==> src/rtl/branch_predictor_pkg.sv <==
// branch_predictor_pkg: shared BTB entry type, sizing and counter helpers
package branch_predictor_pkg;

    localparam int TAG_MAX_W = 30;
    localparam int CTR_MAX_W = 8;

    typedef struct packed {
        logic                 valid;
        logic [TAG_MAX_W-1:0] tag;
        logic [31:0]          target;
        logic [CTR_MAX_W-1:0] ctr;
    } btb_entry_t;

    function automatic int calc_idx_w(input int entries);
        return $clog2(entries);
    endfunction

    function automatic int weak_taken(input int ctr_w);
        return 1 << (ctr_w - 1);
    endfunction

endpackage

==> src/rtl/branch_predictor_sat_counter.sv <==
// sat_counter: saturating up/down direction counter with synchronous load
module sat_counter #(
    parameter int CTR_W = 2
) (
    input  logic             CLK,
    input  logic             RST,
    input  logic             load,
    input  logic [CTR_W-1:0] load_val,
    input  logic             inc,
    input  logic             dec,
    output logic [CTR_W-1:0] cnt
);

    logic [CTR_W-1:0] cnt_d, cnt_q;

    // load wins; otherwise step, holding at all-ones or zero
    always_comb begin
        cnt_d = load ? load_val :
                (inc && ~&cnt_q) ? cnt_q + 1'b1 :
                (dec && |cnt_q) ? cnt_q - 1'b1 : cnt_q;
    end

    // counter state
    always_ff @(posedge CLK) begin
        cnt_q <= RST ? '0 : cnt_d;
    end

    assign cnt = cnt_q;

endmodule

==> src/rtl/branch_predictor.sv <==
// branch_predictor: direct-mapped BTB with saturating counters; stats via BRANCH_PREDICTOR_STATS_EN
module branch_predictor
    import branch_predictor_pkg::*;
#(
    parameter int ENTRIES = 16,
    parameter int CTR_W   = 2
) (
    input  logic        CLK,
    input  logic        RST,
    input  logic [31:0] pc,
    input  logic        lookup_en,
    output logic        pred_taken,
    output logic [31:0] pred_target,
    input  logic        upd_valid,
    input  logic [31:0] upd_pc,
    input  logic        upd_taken,
    input  logic [31:0] upd_target,
    input  logic        upd_pred_taken,
    input  logic [31:0] upd_pred_target,
    output logic        mispredict,
    output logic [31:0] correct_pc,
    input  logic        flush_all,
    output logic [31:0] stat_lookups,
    output logic [31:0] stat_hits,
    output logic [31:0] stat_mispredicts
);

    localparam int IDX_W = calc_idx_w(ENTRIES);
    localparam int TAG_W = 30 - IDX_W;
    localparam logic [CTR_W-1:0] WEAK = CTR_W'(weak_taken(CTR_W));

    logic [ENTRIES-1:0] valid_d, valid_q;
    logic [TAG_W-1:0]   tag_d [ENTRIES];
    logic [TAG_W-1:0]   tag_q [ENTRIES];
    logic [31:0]        target_d [ENTRIES];
    logic [31:0]        target_q [ENTRIES];
    logic [CTR_W-1:0]   ctr [ENTRIES];
    btb_entry_t         tbl [ENTRIES];
    btb_entry_t         ent;
    logic [IDX_W-1:0]   idx, uidx;
    logic [TAG_W-1:0]   tag, utag;
    logic               hit, uhit, upd_go;

    assign idx  = pc[IDX_W+1:2];
    assign tag  = pc[31:IDX_W+2];
    assign uidx = upd_pc[IDX_W+1:2];
    assign utag = upd_pc[31:IDX_W+2];

    assign ent         = tbl[idx];
    assign hit         = ent.valid && ent.tag == TAG_MAX_W'(tag);
    assign pred_taken  = hit && ent.ctr >= CTR_MAX_W'(WEAK);
    assign pred_target = pred_taken ? ent.target : pc + 32'd4;

    assign mispredict = upd_valid && (upd_taken != upd_pred_taken || (upd_taken && upd_target != upd_pred_target));
    assign correct_pc = upd_taken ? upd_target : upd_pc + 32'd4;

    // a flush in the same cycle discards the update
    assign uhit   = valid_q[uidx] && tag_q[uidx] == utag;
    assign upd_go = upd_valid && !flush_all;

    for (genvar g = 0; g < ENTRIES; g++) begin : g_ent
        logic sel;
        assign sel = upd_go && uidx == IDX_W'(g);
        sat_counter #(.CTR_W(CTR_W)) u_ctr (
            .CLK      (CLK),
            .RST      (RST),
            .load     (sel && !uhit && upd_taken),
            .load_val (WEAK),
            .inc      (sel && uhit && upd_taken),
            .dec      (sel && uhit && !upd_taken),
            .cnt      (ctr[g])
        );
        assign tbl[g] = '{valid: valid_q[g], tag: TAG_MAX_W'(tag_q[g]), target: target_q[g], ctr: CTR_MAX_W'(ctr[g])};
    end

    // flush clears valids; any taken resolution (re)writes tag and target, allocating on a miss
    always_comb begin
        valid_d  = flush_all ? '0 : valid_q;
        tag_d    = tag_q;
        target_d = target_q;
        if (upd_go && upd_taken) begin
            valid_d[uidx]  = 1'b1;
            tag_d[uidx]    = utag;
            target_d[uidx] = upd_target;
        end
    end

    // table state
    always_ff @(posedge CLK) begin
        if (RST) begin
            valid_q  <= '0;
            tag_q    <= '{default: '0};
            target_q <= '{default: '0};
        end else begin
            valid_q  <= valid_d;
            tag_q    <= tag_d;
            target_q <= target_d;
        end
    end

`ifdef BRANCH_PREDICTOR_STATS_EN
    logic [31:0] lookups_d, lookups_q, hits_d, hits_q, misp_d, misp_q;

    // saturating event counters, untouched by flush
    always_comb begin
        lookups_d = lookups_q + 32'(lookup_en && ~&lookups_q);
        hits_d    = hits_q + 32'(lookup_en && hit && ~&hits_q);
        misp_d    = misp_q + 32'(mispredict && ~&misp_q);
    end

    // statistics state
    always_ff @(posedge CLK) begin
        lookups_q <= RST ? '0 : lookups_d;
        hits_q    <= RST ? '0 : hits_d;
        misp_q    <= RST ? '0 : misp_d;
    end

    assign stat_lookups     = lookups_q;
    assign stat_hits        = hits_q;
    assign stat_mispredicts = misp_q;
`else
    logic stats_unused;
    assign stats_unused     = lookup_en;
    assign stat_lookups     = '0;
    assign stat_hits        = '0;
    assign stat_mispredicts = '0;
`endif

endmodule

==> config.mk <==
export PLATFORM = sky130hd
export DESIGN_NAME = branch_predictor
export DESIGN_NICKNAME = d
export VERILOG_FILES = /design/src/rtl/branch_predictor_pkg.sv /design/src/rtl/branch_predictor_sat_counter.sv /design/src/rtl/branch_predictor.sv
export SDC_FILE = /design/constraint.sdc
export NUM_CORES = 2
export LEC_CHECK = 0
export BUFFER_PORTS_ARGS = -buffer_cell sky130_fd_sc_hd__buf_2
export CAP_MARGIN = 40
export CELL_PAD_IN_SITES_DETAIL_PLACEMENT = 1
export CELL_PAD_IN_SITES_GLOBAL_PLACEMENT = 1
export CORE_AREA = 2 2 316 318
export CTS_BUF_LIST = sky130_fd_sc_hd__clkbuf_8 sky130_fd_sc_hd__clkbuf_16
export DETAILED_ROUTE_END_ITERATION = 16
export DIE_AREA = 0 0 318 320
export PLACE_DENSITY_LB_ADDON = 0.1
export SETUP_SLACK_MARGIN = 0.02
export SLEW_MARGIN = 40
export SYNTH_ARGS = -nofsm -noshare
export SYNTH_HDL_FRONTEND = slang
export SYNTH_SLANG_ARGS = --single-unit
==> constraint.sdc <==
create_clock -name CLK -period 5.99 [get_ports CLK]
set_clock_uncertainty 0.1 [all_clocks]
set_input_delay 0.599 -clock CLK [delete_from_list [all_inputs] [get_ports CLK]]
set_output_delay 0.599 -clock CLK [all_outputs]
set_load 0.005 [all_outputs]
==> impl_metrics.yaml <==
outcome:
  status: "finished clean"
synthesis:
  synth.area.top_cells: "dfxtp_1, mux4_2, nand2_1, a21oi_1, clkbuf_1"
  yosysSeqAreaShare_pct: 40.0
  syn_inst: 5767
  ys.flop_type: "dfxtp_1"
  yosysWarnings: 0
  ys_ff_latch: 976
  yosysTopAreaCell: "dfxtp_1"
  synth_cell_types: 64
  avgSynthCellArea_um2: 8.47
  synth_edf_count: 0
  async_flop_share_pct: 0
  synth_top_area_share_pct: 40.0
  synth_area_um2: 48900
power:
  p_sw_share_pct: 25.9
  pwr-share-comb_pct: 8.1
  switchingPower_mw: 3.80
  powerDensity_nw_per_um2: 269
  leakage_nw: 18.1
  ir_drop_uv: 238
  pwr-share-seq_pct: 44.7
  total_power_mw: 14.6
  pwr-share-clk_pct: 47.2
  internal_power_mw: 10.8
global_route:
  overflow: 0
  grt_pass1_wl_um: 302000
  grt_use_total_pct: 39.7
  grt_pass1_vias: 45800
  grt_start_max_net_pins: 178
  antenna_found_initial: 20
finish:
  area_delta_synth_final_pct: 11.3
  design_area_um2: 54400
  fill_cells: 11445
  nNetsFinal: 5765
  drive_gt1_share_pct: 15.7
  stdcell_count: 7005
  final_core_util_pct: 55.5
flow_run:
  max_cap_violations: 0
sta:
  setup_slack_ns: 0.127
  max_slew_margin_pct: 35.8
  tightest_slew_ns: 0.955
  fin_crit_ns: 5.86
  rsz0062_at_grt: "false"
  tns_ns: 0
  setup_viol: 0
  holdWs_ns: 0.203
  hold_viol: 0
  max_clock_freq_mhz: 171
  slew_violations: 0
  timing.final.crit_share_pct: 97.9
worst_setup_path:
  worstPathRequired_ns: 5.29
  path_max_fanout: 38
  cp_slowest_cell: "nor4_1"
  path_buf_inv: 6
  crit_family: "buffers and inverters"
  start_kind: "input pin"
  critPathCaptureType: "primary output"
  path_common_cell: "buf_4"
  critical_path_class: "in2out"
  critPathArrivalTime_ns: 5.16
  max_stage_delay_ns: 0.85
  worstPathCellList: "buf_8 > buf_16 > buf_4 > mux4_2 > nor2b_1 > a211oi_1 > a21oi_1 > xor2_1 > nor4_1 > buf_4 > and4_2 > buf_12 > mux2_1 > buf_2"
place:
  place_inst: 6798
  placed_cell_area_um2: 50600
  post-place-ws_ns: 0.234
  portBuffers: 199
  place_congestion: 0.876
  dp_hpwl_um: 124000
cts:
  ctsResizeCount: 0
  postCtsSetupRepairBufs: 0
  cts_tree: "built"
  cts_made_buffers: 108
  holdBufCountCts: 0
  clock_latency_ns: 0.72
  clkTransAtPathRegs_ns: 0.06
  cts.path.max_buffers: 3
  cts_sinks: 976
  cts_root_buf: "clkbuf_16"
  h-tree-depth: 3
floorplan:
  start_util_pct: 49.9
  die-area_um2: 102000
  die_x_um: 318
  die_y_um: 320
  core_area_um2: 98000
  pin_count: 297
  fp-row-count: 115
min_path:
  hp-class: "in2reg"
route:
  via_per_inst: 6.54
  drt-initial-drc-count: 5335
  antenna_left: 0
  firstDrtPassIters: 8
  post-route-drc-count: 0
  routed_wl_um: 207000
  avgRoutedWirePerCell_um: 29.5
  dr_total_vias: 45814
placed cells by master (no fill, tap or decap), drive strengths merged, types with 9 or more instances in the layout:
cell type  synthesis  layout
nand2           1964    1964
a21oi            995     995
dfxtp            976     976
mux4             349     349
buf              187     322
clkbuf           483     140
mux2i            118     118
conb               1      96
xnor2             71      71
o21ai             69      69
xor2              60      60
inv               26      56
nor2              52      52
nand3             51      51
mux2              45      45
nand4             34      34
a211oi            27      27
nand2b            27      27
nor2b             27      27
a22oi             20      20
clkinv             1      19
a221oi            18      18
and3              18      18
nor4              17      17
o22ai             12      12
a21o              11      11
nor3              10      10
or2               10      10
o21a               9       9
metal layers:
metal	wire, um	vias up	global-route usage [%]
li1	-	19266	-
met1	81200	23276	52.5
met2	92800	2621	61.8
met3	21400	633	8.36
met4	11000	18	20.1
met5	113	-	0
state kept, by name, indices dropped and copies added, names as in the netlist:
| signal | flops |
|---|---|
| g_ent.u_ctr.cnt | 32 |
| valid_q | 16 |
| tag_q | 416 |
| target_q | 512 |
cells in the mapped netlist (11+ instances only):
master / n
a211oi_1: 27
a21o_1: 11
a21oi_1: 995
a221oi_1: 18
a22oi_1: 20
and3_1: 18
buf_1: 31
buf_2: 24
buf_4: 120
clkbuf_1: 483
dfxtp_1: 976
inv_1: 26
mux2_1: 31
mux2_2: 14
mux2i_1: 118
mux4_2: 349
nand2_1: 1964
nand2b_1: 27
nand3_1: 51
nand4_1: 34
nor2_1: 52
nor2b_1: 27
nor4_1: 17
o21ai_0: 59
o22ai_1: 12
xnor2_1: 71
xor2_1: 60
worst reg2reg max path: stages (launching register included):
cell      delay [ns]
dfxtp_1         0.32
mux4_2          0.47
a22o_1          0.25
a221oi_1        0.31
xor2_1          0.31
o211ai_1        0.30
nor4_2          0.74
nand3_1         0.26
buf_4           0.26
nor3_1          0.42
a221oi_1        0.18
final timing paths:
kind	cells past startpoint	endpoint	slack, ns	startpoint
max	14	pred_target[12]	0.13	pc[2]
min	3	target_q[293]$_SDFFE_PP0P_	0.20	upd_target[5]
max reg2reg	10	g_ent[2].u_ctr.cnt[1]$_SDFFE_PP0P_	1.93	tag_q[220]$_SDFFE_PP0P_
min reg2reg	2	target_q[46]$_SDFFE_PP0P_	0.35	target_q[46]$_SDFFE_PP0P_
final cells by class:
| type | count | area, um^2 | share of cell area (%) |
|---|---|---|---|
| timing repair buffer | 323 | 2620 | 4.81 |
| sequential | 976 | 19500 | 35.9 |
| inverter | 27 | 101 | 0.186 |
| antenna | 7 | 17.5 | 0.0322 |
| clock buffer | 139 | 3140 | 5.77 |
| tap | 1287 | 1610 | 2.96 |
| clock inverter | 57 | 518 | 0.952 |
| multi-input combinational | 4189 | 26800 | 49.4 |
cell families after synthesis:
| kind of cell | Yosys count | synth area share (%) |
|---|---|---|
| flip-flops | 976 | 40.0 |
| multiplexers | 512 | 19.5 |
| buffers and inverters | 697 | 6.54 |
| other | 1 | 0.00767 |
| XOR/XNOR | 131 | 2.35 |
| AO/OA/AOI/OAI | 1207 | 13.2 |
| AND/OR/NAND/NOR | 2238 | 18.3 |
| adder cells (fa/ha/maj) | 5 | 0.128 |
power by group through the flow:
stage          combinational, mW  sequential [mW]  clock (mW)
2_1_floorplan              0.733             6.67           0
3_3_place_gp                1.13             6.68           0
3_5_place_dp                1.14             6.68           0
4_1_cts                     1.15             6.54        6.93
5_1_grt                     1.22             6.54        7.19
6_report                    1.18             6.54        6.91
No activity file was read; power rests on OpenSTA's default activity.
